<file path="config.mk">
export PLATFORM = sky130hd
export DESIGN_NAME = cla_32
export DESIGN_NICKNAME = d
export VERILOG_FILES = /design/src/rtl/cla_32.sv
export SDC_FILE = /design/constraint.sdc
export NUM_CORES = 1
export LEC_CHECK = 0
export ABC_AREA = 1
export BUFFER_PORTS_ARGS = -buffer_cell sky130_fd_sc_hd__buf_2
export CORE_MARGIN = 2
export CORE_UTILIZATION = 49
export CTS_CLUSTER_DIAMETER = 40
export DETAILED_ROUTE_END_ITERATION = 8
export PLACE_DENSITY = 0.79
export REMOVE_ABC_BUFFERS = 1
export SYNTH_ARGS = -nofsm -noshare
export SYNTH_HDL_FRONTEND = slang
export SYNTH_SLANG_ARGS = --single-unit
</file>
<file path="constraint.sdc">
create_clock -name clk -period 0.8 [get_ports clk]
set_input_delay 0.16 -clock clk [delete_from_list [all_inputs] [get_ports clk]]
set_output_delay 0.16 -clock clk [all_outputs]
set_load 0.005 [all_outputs]
</file>
<file path="src/rtl/cla_32.sv">
// 32-bit two-level carry-lookahead adder with a registered sum and carry out.
// Eight 4-bit groups feed two 4-group lookahead blocks, which feed a top carry unit.
module cla_32 (
  input  logic        clk,
  input  logic        rst_n,
  input  logic [31:0] a,
  input  logic [31:0] b,
  input  logic        c_in,
  output logic [31:0] s,
  output logic        c_out
);

  // Carries into positions 0..3 of a 4-wide lookahead slice; position 0 is ci.
  function automatic logic [3:0] la_carries(input logic [3:0] pp, input logic [3:0] gg,
                                            input logic ci);
    logic [3:0] cc;
    cc[0] = ci;
    cc[1] = gg[0] | (pp[0] & ci);
    cc[2] = gg[1] | (pp[1] & gg[0]) | (pp[1] & pp[0] & ci);
    cc[3] = gg[2] | (pp[2] & gg[1]) | (pp[2] & pp[1] & gg[0]) | (pp[2] & pp[1] & pp[0] & ci);
    return cc;
  endfunction

  function automatic logic la_gen(input logic [3:0] pp, input logic [3:0] gg);
    return gg[3] | (pp[3] & gg[2]) | (pp[3] & pp[2] & gg[1]) | (pp[3] & pp[2] & pp[1] & gg[0]);
  endfunction

  logic [31:0] p, g, c_bit, sum;
  logic [7:0]  grp_p, grp_g, grp_c;
  logic [3:0]  grp_c_lo, grp_c_hi;
  logic [1:0]  blk_p, blk_g;
  logic        c16, c32;

  assign p = a ^ b;
  assign g = a & b;

  for (genvar k = 0; k < 8; k++) begin : g_grp_pg
    assign grp_p[k] = &p[4*k +: 4];
    assign grp_g[k] = la_gen(p[4*k +: 4], g[4*k +: 4]);
  end

  for (genvar j = 0; j < 2; j++) begin : g_blk_pg
    assign blk_p[j] = &grp_p[4*j +: 4];
    assign blk_g[j] = la_gen(grp_p[4*j +: 4], grp_g[4*j +: 4]);
  end

  // Top unit: both block carries come straight from c_in, never through each other.
  assign c16 = blk_g[0] | (blk_p[0] & c_in);
  assign c32 = blk_g[1] | (blk_p[1] & blk_g[0]) | (blk_p[1] & blk_p[0] & c_in);

  assign grp_c_lo = la_carries(grp_p[3:0], grp_g[3:0], c_in);
  assign grp_c_hi = la_carries(grp_p[7:4], grp_g[7:4], c16);
  assign grp_c    = {grp_c_hi, grp_c_lo};

  for (genvar k = 0; k < 8; k++) begin : g_grp_c
    assign c_bit[4*k +: 4] = la_carries(p[4*k +: 4], g[4*k +: 4], grp_c[k]);
  end

  assign sum = p ^ c_bit;

  always_ff @(posedge clk or negedge rst_n) begin
    if (!rst_n) begin
      s     <= 32'h0;
      c_out <= 1'b0;
    end else begin
      s     <= sum;
      c_out <= c32;
    end
  end

endmodule

</file>
* Word level (Yosys, flattened, before mapping)
Cells that the tools add are included.
** Word-level totals
- Register bits after elaboration :: 33
- Input bits :: 67
- Output and inout port bits :: 33
- Logic and storage cells :: 252
** Cells by class
- Reductions and logical operators :: 10
- Bitwise logic cells :: 240
** Operator list (number)
- $and 1x1->1 :: 144
- $or 1x1->1 :: 93
- $xor 32x32->32 :: 2
- $and 32x32->32 :: 1
- $reduce_and 16->1 :: 2
- $reduce_and 4->1 :: 8

* Logic depth before layout (Yosys ltp)
Gate-level depths: netlist (run 1).
- Depth in word-level cells :: 15
- Depth in mapped cells :: 15
- Mapped depth without buffers :: 15

* Worst setup path after synthesis (run 1)
OpenSTA, ideal clock, no wires.
- Path kind :: input-to-reg
- From :: input a[17]
- To :: register s[29]
- Cell stages on the path :: 8
- Arrival :: 1.709 ns
- Library setup time :: 0.124 ns
- Buffers on the path :: 0
- Data required time :: 0.676 ns
- Path slack :: -1.033 ns
- Cells stage by stage :: ha_1 > a21o_1 > a21oi_2 > nor3_1 > nor2_1 > nand2_4 > fa_1 > xor2_1
** On the way
- Cells in the longest elaborated chain, start to end :: 10
** Ends and longest elaborated chain
- start: declaration :: line 6 : input logic [31:0] a,
- $and 32x32->32 / $xor 32x32->32 (equally long branches) :: line 35, 34
- $and 1x1->1 :: line 25 : return gg[3] | (pp[3] & gg[2]) | (pp[3] & pp[2] & gg[1]) | (pp[3] & pp[2] & pp[1] & gg[0]);
- $or 1x1->1 / $and 1x1->1 (equally long branches) :: line 25
- $or 1x1->1 :: line 25
- $and 1x1->1 :: line 20 : cc[3] = gg[2] | (pp[2] & gg[1]) | (pp[2] & pp[1] & gg[0]) | (pp[2] & pp[1] & pp[0] & ci);
- $or 1x1->1 :: line 20
- $or 1x1->1 * :: line 20
- $and 1x1->1 * :: line 18 : cc[1] = gg[0] | (pp[0] & ci);
- $or 1x1->1 * :: line 18
- $xor 32x32->32 * :: line 59 : assign sum = p ^ c_bit;
- net sum[29] :: line 28 : logic [31:0] p, g, c_bit, sum;
- end signal: assignment :: line 66 : s <= sum;
- end: declaration :: line 9 : output logic [31:0] s,
Mark *: on every way through the listed nets, which the timed path passes. The rest lies on a longest branch.

* Final worst setup path (run 1)
- From :: input a[3]
- To :: register s[16]
** On the way
- Cells in the longest elaborated chain, start to end :: 9
** Ends and longest elaborated chain
- $xor 32x32->32 :: line 34 : assign p = a ^ b;
- $and 1x1->1 :: line 25
- $or 1x1->1 / $and 1x1->1 (equally long branches) (2 in a row) :: line 25
- $or 1x1->1 :: line 25
- $and 1x1->1 :: line 25
- $or 1x1->1 :: line 25
- $or 1x1->1 * :: line 48 : assign c16 = blk_g[0] | (blk_p[0] & c_in);
- $xor 32x32->32 * :: line 59
- net sum[16] :: line 28
Marks and branches as above.

==> summary.txt, run 1 <==
Status = complete, but fails checks
Violated checks = negative setup slack
Routed wire length = 9.40 mm
Fin Setup TNS = -27,080 ps
CP Data Required Time = 990 ps
Finished Cell Area = 4030 sq um
RSZ-0062 raised after global routing = yes
Initial Utilization = 0.507
Yosys top cell area share = 0.345
Max rail drop VDD = 0.962 mV
First-pass GRT wire length = 12.2 mm
Syn avg cell area = 8.52 sq um
Final Wtd Congestion = 0.818
Setup Crit Path Kind = in -> reg
Number of diodes = 0
CTS buffer count = 5
Final setup margin = -973 ps
Core Box Area = 4720 sq um
CTS Root Cell = clkbuf_8
PwrDens = 1550 nW/um^2
Fmax = 0.564 GHz
Hold WS = 198 ps
Final Setup Violations = 64
Seq/Total Area, Yosys = 0.345
GR Util All Layers = 0.305
Yosys warning total = 0
Rows = 25
Pre-CTS worst setup slack = -1250 ps
Initial antenna violation count = 0
Setup crit end = s[16]$_DFF_PN0_
Adder-Cell Fraction of Synth Area = 0.234
Fin crit share = 2.22
Cells after DPL = 498
Crit end category = flip-flop
Share of post-route cells with drive strength above 1 = 0.555
Chip width = 73.9 um
Lkg Pwr = 2.18 nW
Max Slew Vio Count = 0
Htree depth = 2
Synth Area in XOR/XNOR = 0.0549
DP HPWL = 4.65 mm
PortBufs = 99
Mapped Area = 2390 sq um
Largest area contributor in the netlist = dfrtp_1
Pwr Total = 6.24 mW
WL/cell = 18.0 um
Simple-Gate Fraction of Synth Area = 0.228
Max_cap viols = 0
Critical Path Start = a[3]
DRC viols = 0
Compound-Gate Fraction of Synth Area = 0.0669
Setup crit start kind = primary input
Post-Syn Instances = 281
Vias in the first global route = 2,756
Crit path arrival time = 1970 ps
CP max FO = 5
CTS Buffer Depth = 2
1st-pass router iterations = 4
CTS tree = yes
Die area = 5460 sq um
Nets = 560
Final hold vios = 0
Max-slew headroom = 0.795
Unique cell type count in the Yosys netlist = 25
Top cells by area, synth = dfrtp_1 (35%), ha_1 (17%), nand2_1 (10%), inv_1 (7.1%), fa_1 (6.7%)
Total grt overflow = 0
Final core occ = 0.854
Clock sink total = 33
Dpl cell area = 3370 sq um
Worst-path clk slew = 80 ps
Hold Path Class = in -> reg
Final min period = 1770 ps
Antenna violation net count after detailed routing = 0
Post-synthesis mux area share = 0
Worst-Margin Slew = 308 ps
Area growth from synthesis to layout = 68.4%
# IOs = 100
Largest net degree at the start of global routing = 26
1st-iter DRT viols = 235
Die Ht = 73.9 um
Largest family of logic cells by synthesized area = adder cells
Via density = 5.29
Post-Layout Cell Count = 521
Synthesized flop and latch total = 33
DR vias = 2,755
==> registers in the layout, indices dropped and copies added, names as in the netlist <==
register	flops
c_out	1
s	32
==> power breakdown <==
group          switching, mW  internal [mW]
logic                   1.42           1.39
registers              0.123           2.00
clock network          0.705          0.601
total                   2.24           4.00
==> per-layer routing <==
metal	vias up	share of wire	GRT usage
li1	1233	-	-
met2	165	0.53	0.602
met1	1304	0.34	0.291
met5	-	0	0
met4	0	0.068	0.168
met3	53	0.062	0.0535
==> cells in the final DEF (no fill, tap or decap), drive strengths merged <==
| master | n |
|---|---|
| a21o | 4 |
| a21oi | 17 |
| a221oi | 1 |
| a31oi | 2 |
| and2 | 1 |
| buf | 164 |
| clkbuf | 5 |
| clkinv | 2 |
| clkinvlp | 1 |
| dfrtp | 33 |
| dlygate4sd3 | 1 |
| fa | 8 |
| ha | 32 |
| inv | 45 |
| nand2 | 75 |
| nand3 | 19 |
| nand3b | 2 |
| nand4 | 1 |
| nor2 | 20 |
| nor3 | 2 |
| o21ai | 1 |
| o21bai | 2 |
| or2 | 1 |
| xnor2 | 6 |
| xor2 | 9 |
==> cells in the mapped netlist (all sizes together) <==
library cell	n
ha	32
o21bai	2
nand3	19
xnor2	6
inv	45
nor3	2
nand2	75
a31oi	2
nand4	1
o21ai	1
nand3b	2
or2	1
fa	8
xor2	9
a21o	4
dfrtp	33
a221oi	1
and2	1
nor2	20
a21oi	17
==> repair_timing <==
item,CTS,global route
setup buffers,16,1
pin swaps,27,17
gates resized for setup,67,19
hold buffers,1,0
hold endpoints to repair,33,0
setup endpoints to repair,64,64
==> worst max-delay path, stage by stage <==
cell and delay [ps]:
buf_6 100, ha_4 290, nand2_4 80, inv_4 70, nand2_2 50, nand2_2 90
nand2_2 80, nand3_2 90, nand2_2 70, nand2_4 90, buf_4 130, inv_1 50
fa_2 550, inv_1 60
==> cell families (layout without fill, tap and decap cells) <==
logic type / Yosys count / after routing
buffers and inverters: 45 / 218
AOI/OAI and AO/OA: 27 / 27
xor gates and xnor gates: 15 / 15
adders and majority gates: 40 / 40
and+or+nand+nor: 121 / 121
DFF: 33 / 33
==> cell type report <==
cell class,count,area (sq um)
clock buffers,5,68.8
clock inverters,3,17.5
fillers,224,692
inverters,45,171
multi-input cells,203,1780
flip-flops and latches,33,826
well taps,67,83.8
repair buffers,165,1080
==> worst min path at each step <==
| stage | start | cells past startpoint | endpoint |
|---|---|---|---|
| detailed placement | rst_n | 1 | s[13]$_DFF_PN0_ |
| finish | b[31] | 4 | c_out$_DFF_PN0_ |
| global placement | rst_n | 1 | s[13]$_DFF_PN0_ |
| floorplan | rst_n | 0 | c_out$_DFF_PN0_ |
| global route | b[31] | 4 | c_out$_DFF_PN0_ |
| CTS | b[31] | 4 | c_out$_DFF_PN0_ |
(Power assumes the default switching activity.)
==> inputs of run 2 (changes only) <==
- RECOVER_POWER: default -> 100
- SETUP_SLACK_MARGIN: default -> 0.4
==> summary.txt, run 2 (synthesized netlist as in run 1, its figures left out) <==
Status = complete, but fails checks
Violated checks = negative hold slack, negative setup slack
Via density = 5.31
1st-iter DRT viols = 208
Initial antenna violation count = 0
Chip width = 73.9 um
Antenna violation net count after detailed routing = 0
Largest stage delay, worst path = 510 ps
PortBufs = 99
Internal = 4.03 mW
Routed wire length = 9.52 mm
Fmax = 0.588 GHz
CP delay by family, top = adder cells
CTS Root Cell = clkbuf_8
Switching share of total power = 0.360
Commonest non-fill, non-tap cell in the layout = buf_2
Max-slew headroom = 0.664
Fin Setup TNS = -27,720 ps
Cells after DPL = 498
Fin crit share = 2.13
Die area = 5460 sq um
Switching power = 2.27 mW
Max Slew Vio Count = 0
CP cell instances = buf_2 -> ha_1 -> nand2_1 -> nor2_1 -> and2_2 -> nand2_4 -> nand2_4 -> nand2_2 -> nand2_2 -> inv_2 -> fa_2 -> inv_1
Crit end category = flip-flop
Critical Path Start = a[8]
Final Setup Violations = 64
Final min period = 1700 ps
PwrDens = 1550 nW/um^2
Number of diodes = 0
Htree depth = 2
CTS buffer count = 5
GR Util All Layers = 0.299
Max_cap viols = 0
Final Wtd Congestion = 0.818
Share of post-route cells with drive strength above 1 = 0.557
RSZ-0062 raised after global routing = yes
1st-pass router iterations = 4
Rows = 25
DRC viols = 0
Largest Register = s
Total grt overflow = 0
CP max FO = 5
Final hold vios = 8
Initial Utilization = 0.507
Critical path's slowest cell = fa_2
Die Ht = 73.9 um
Max rail drop VDD = 0.968 mV
Finished Cell Area = 4060 sq um
Dpl cell area = 3370 sq um
First-pass GRT wire length = 12.1 mm
Worst-path clk slew = 70 ps
Clock sink total = 33
DP HPWL = 4.65 mm
Commonest non-fill, non-tap cells in the layout = buf_2 (82), buf_4 (61), nand2_1 (50), inv_1 (39), dfrtp_1 (33)
CTS Buffer Depth = 2
Vias in the first global route = 2,714
Comb power frac = 0.453
Pre-CTS worst setup slack = -1250 ps
Worst-Margin Slew = 503 ps
Largest register FFs = 32
Setup Crit Path Kind = in -> reg
Biggest regs = s x32, c_out x1
CTS tree = yes
Nets = 560
Hold WS = -201 ps
Clock power frac = 0.209
DR vias = 2,765
# IOs = 100
Lkg Pwr = 2.19 nW
Setup crit start kind = primary input
Post-Layout Cell Count = 521
Crit path arrival time = 1900 ps
Hold Path Class = in -> async
Bufs and invs on worst path = 3
Largest net degree at the start of global routing = 26
CP Data Required Time = 1000 ps
Area growth from synthesis to layout = 69.6%
Core Box Area = 4720 sq um
Final setup margin = -902 ps
Sequential Power Share = 0.338
WL/cell = 18.3 um
-- run 2: cell types whose count changed in the layout (fill, tap and decap cells not counted), sizes merged --
cell	before	now
clkbuf	5	7
buf	164	163
dlygate4sd3	1	0
-- run 2: power groups by stage --
stage | Clock, mW | Combinational, mW | Sequential [mW]
after floorplan | 0 | 0.933 | 2.17
after global placement | 0 | 1.98 | 2.11
after detailed placement | 0 | 2.07 | 2.11
after CTS | 1.27 | 2.46 | 2.08
after global routing | 1.38 | 3.06 | 2.14
final | 1.32 | 2.85 | 2.12
-- run 2: cell type report --
cell class | count | area [sq um]
Tap cell | 67 | 83.8
Multi-Input combinational cell | 203 | 1790
Clock buffer | 5 | 68.8
Fill cell | 217 | 664
Timing Repair Buffer | 165 | 1100
Inverter | 45 | 169
Sequential cell | 33 | 826
Clock inverter | 3 | 17.5
-- run 2: how the worst max path moves through the flow --
stage,end,cells after the start
5_1_grt,s[20]$_DFF_PN0_,13
4_1_cts,s[20]$_DFF_PN0_,13
3_5_place_dp,s[21]$_DFF_PN0_,13
6_report,s[20]$_DFF_PN0_,12
2_1_floorplan,s[29]$_DFF_PN0_,8
3_3_place_gp,s[21]$_DFF_PN0_,13
-- run 2: per-layer routing --
layer	vias to the layer above	track usage	routed length, um
met5	-	0	0
met4	0	0.178	571
met3	49	0.0549	539
met2	149	0.573	5070
met1	1329	0.290	3340
li1	1238	-	-
-- run 2: what timing repair did --
| action | 4_1_cts | 5_1_grt |
|---|---|---|
| setup endpoints to repair | 66 | 66 |
| cloned | 0 | 0 |
| buffers inserted | 13 | 2 |
| pin swaps | 25 | 25 |
| gates resized for setup | 70 | 29 |
| endpoints found under the hold margin | 33 | 8 |
-- run 2: through the flow --
stage / utilization / hold WS, ps / power (mW)
2_1_floorplan: - / -136 / 3.10
3_3_place_gp: 0.713 / 34.0 / 4.09
3_5_place_dp: 0.713 / 37.0 / 4.18
4_1_cts: 0.836 / -276 / 5.81
5_1_grt: 0.859 / -156 / 6.58
6_report: 0.859 / -201 / 6.29
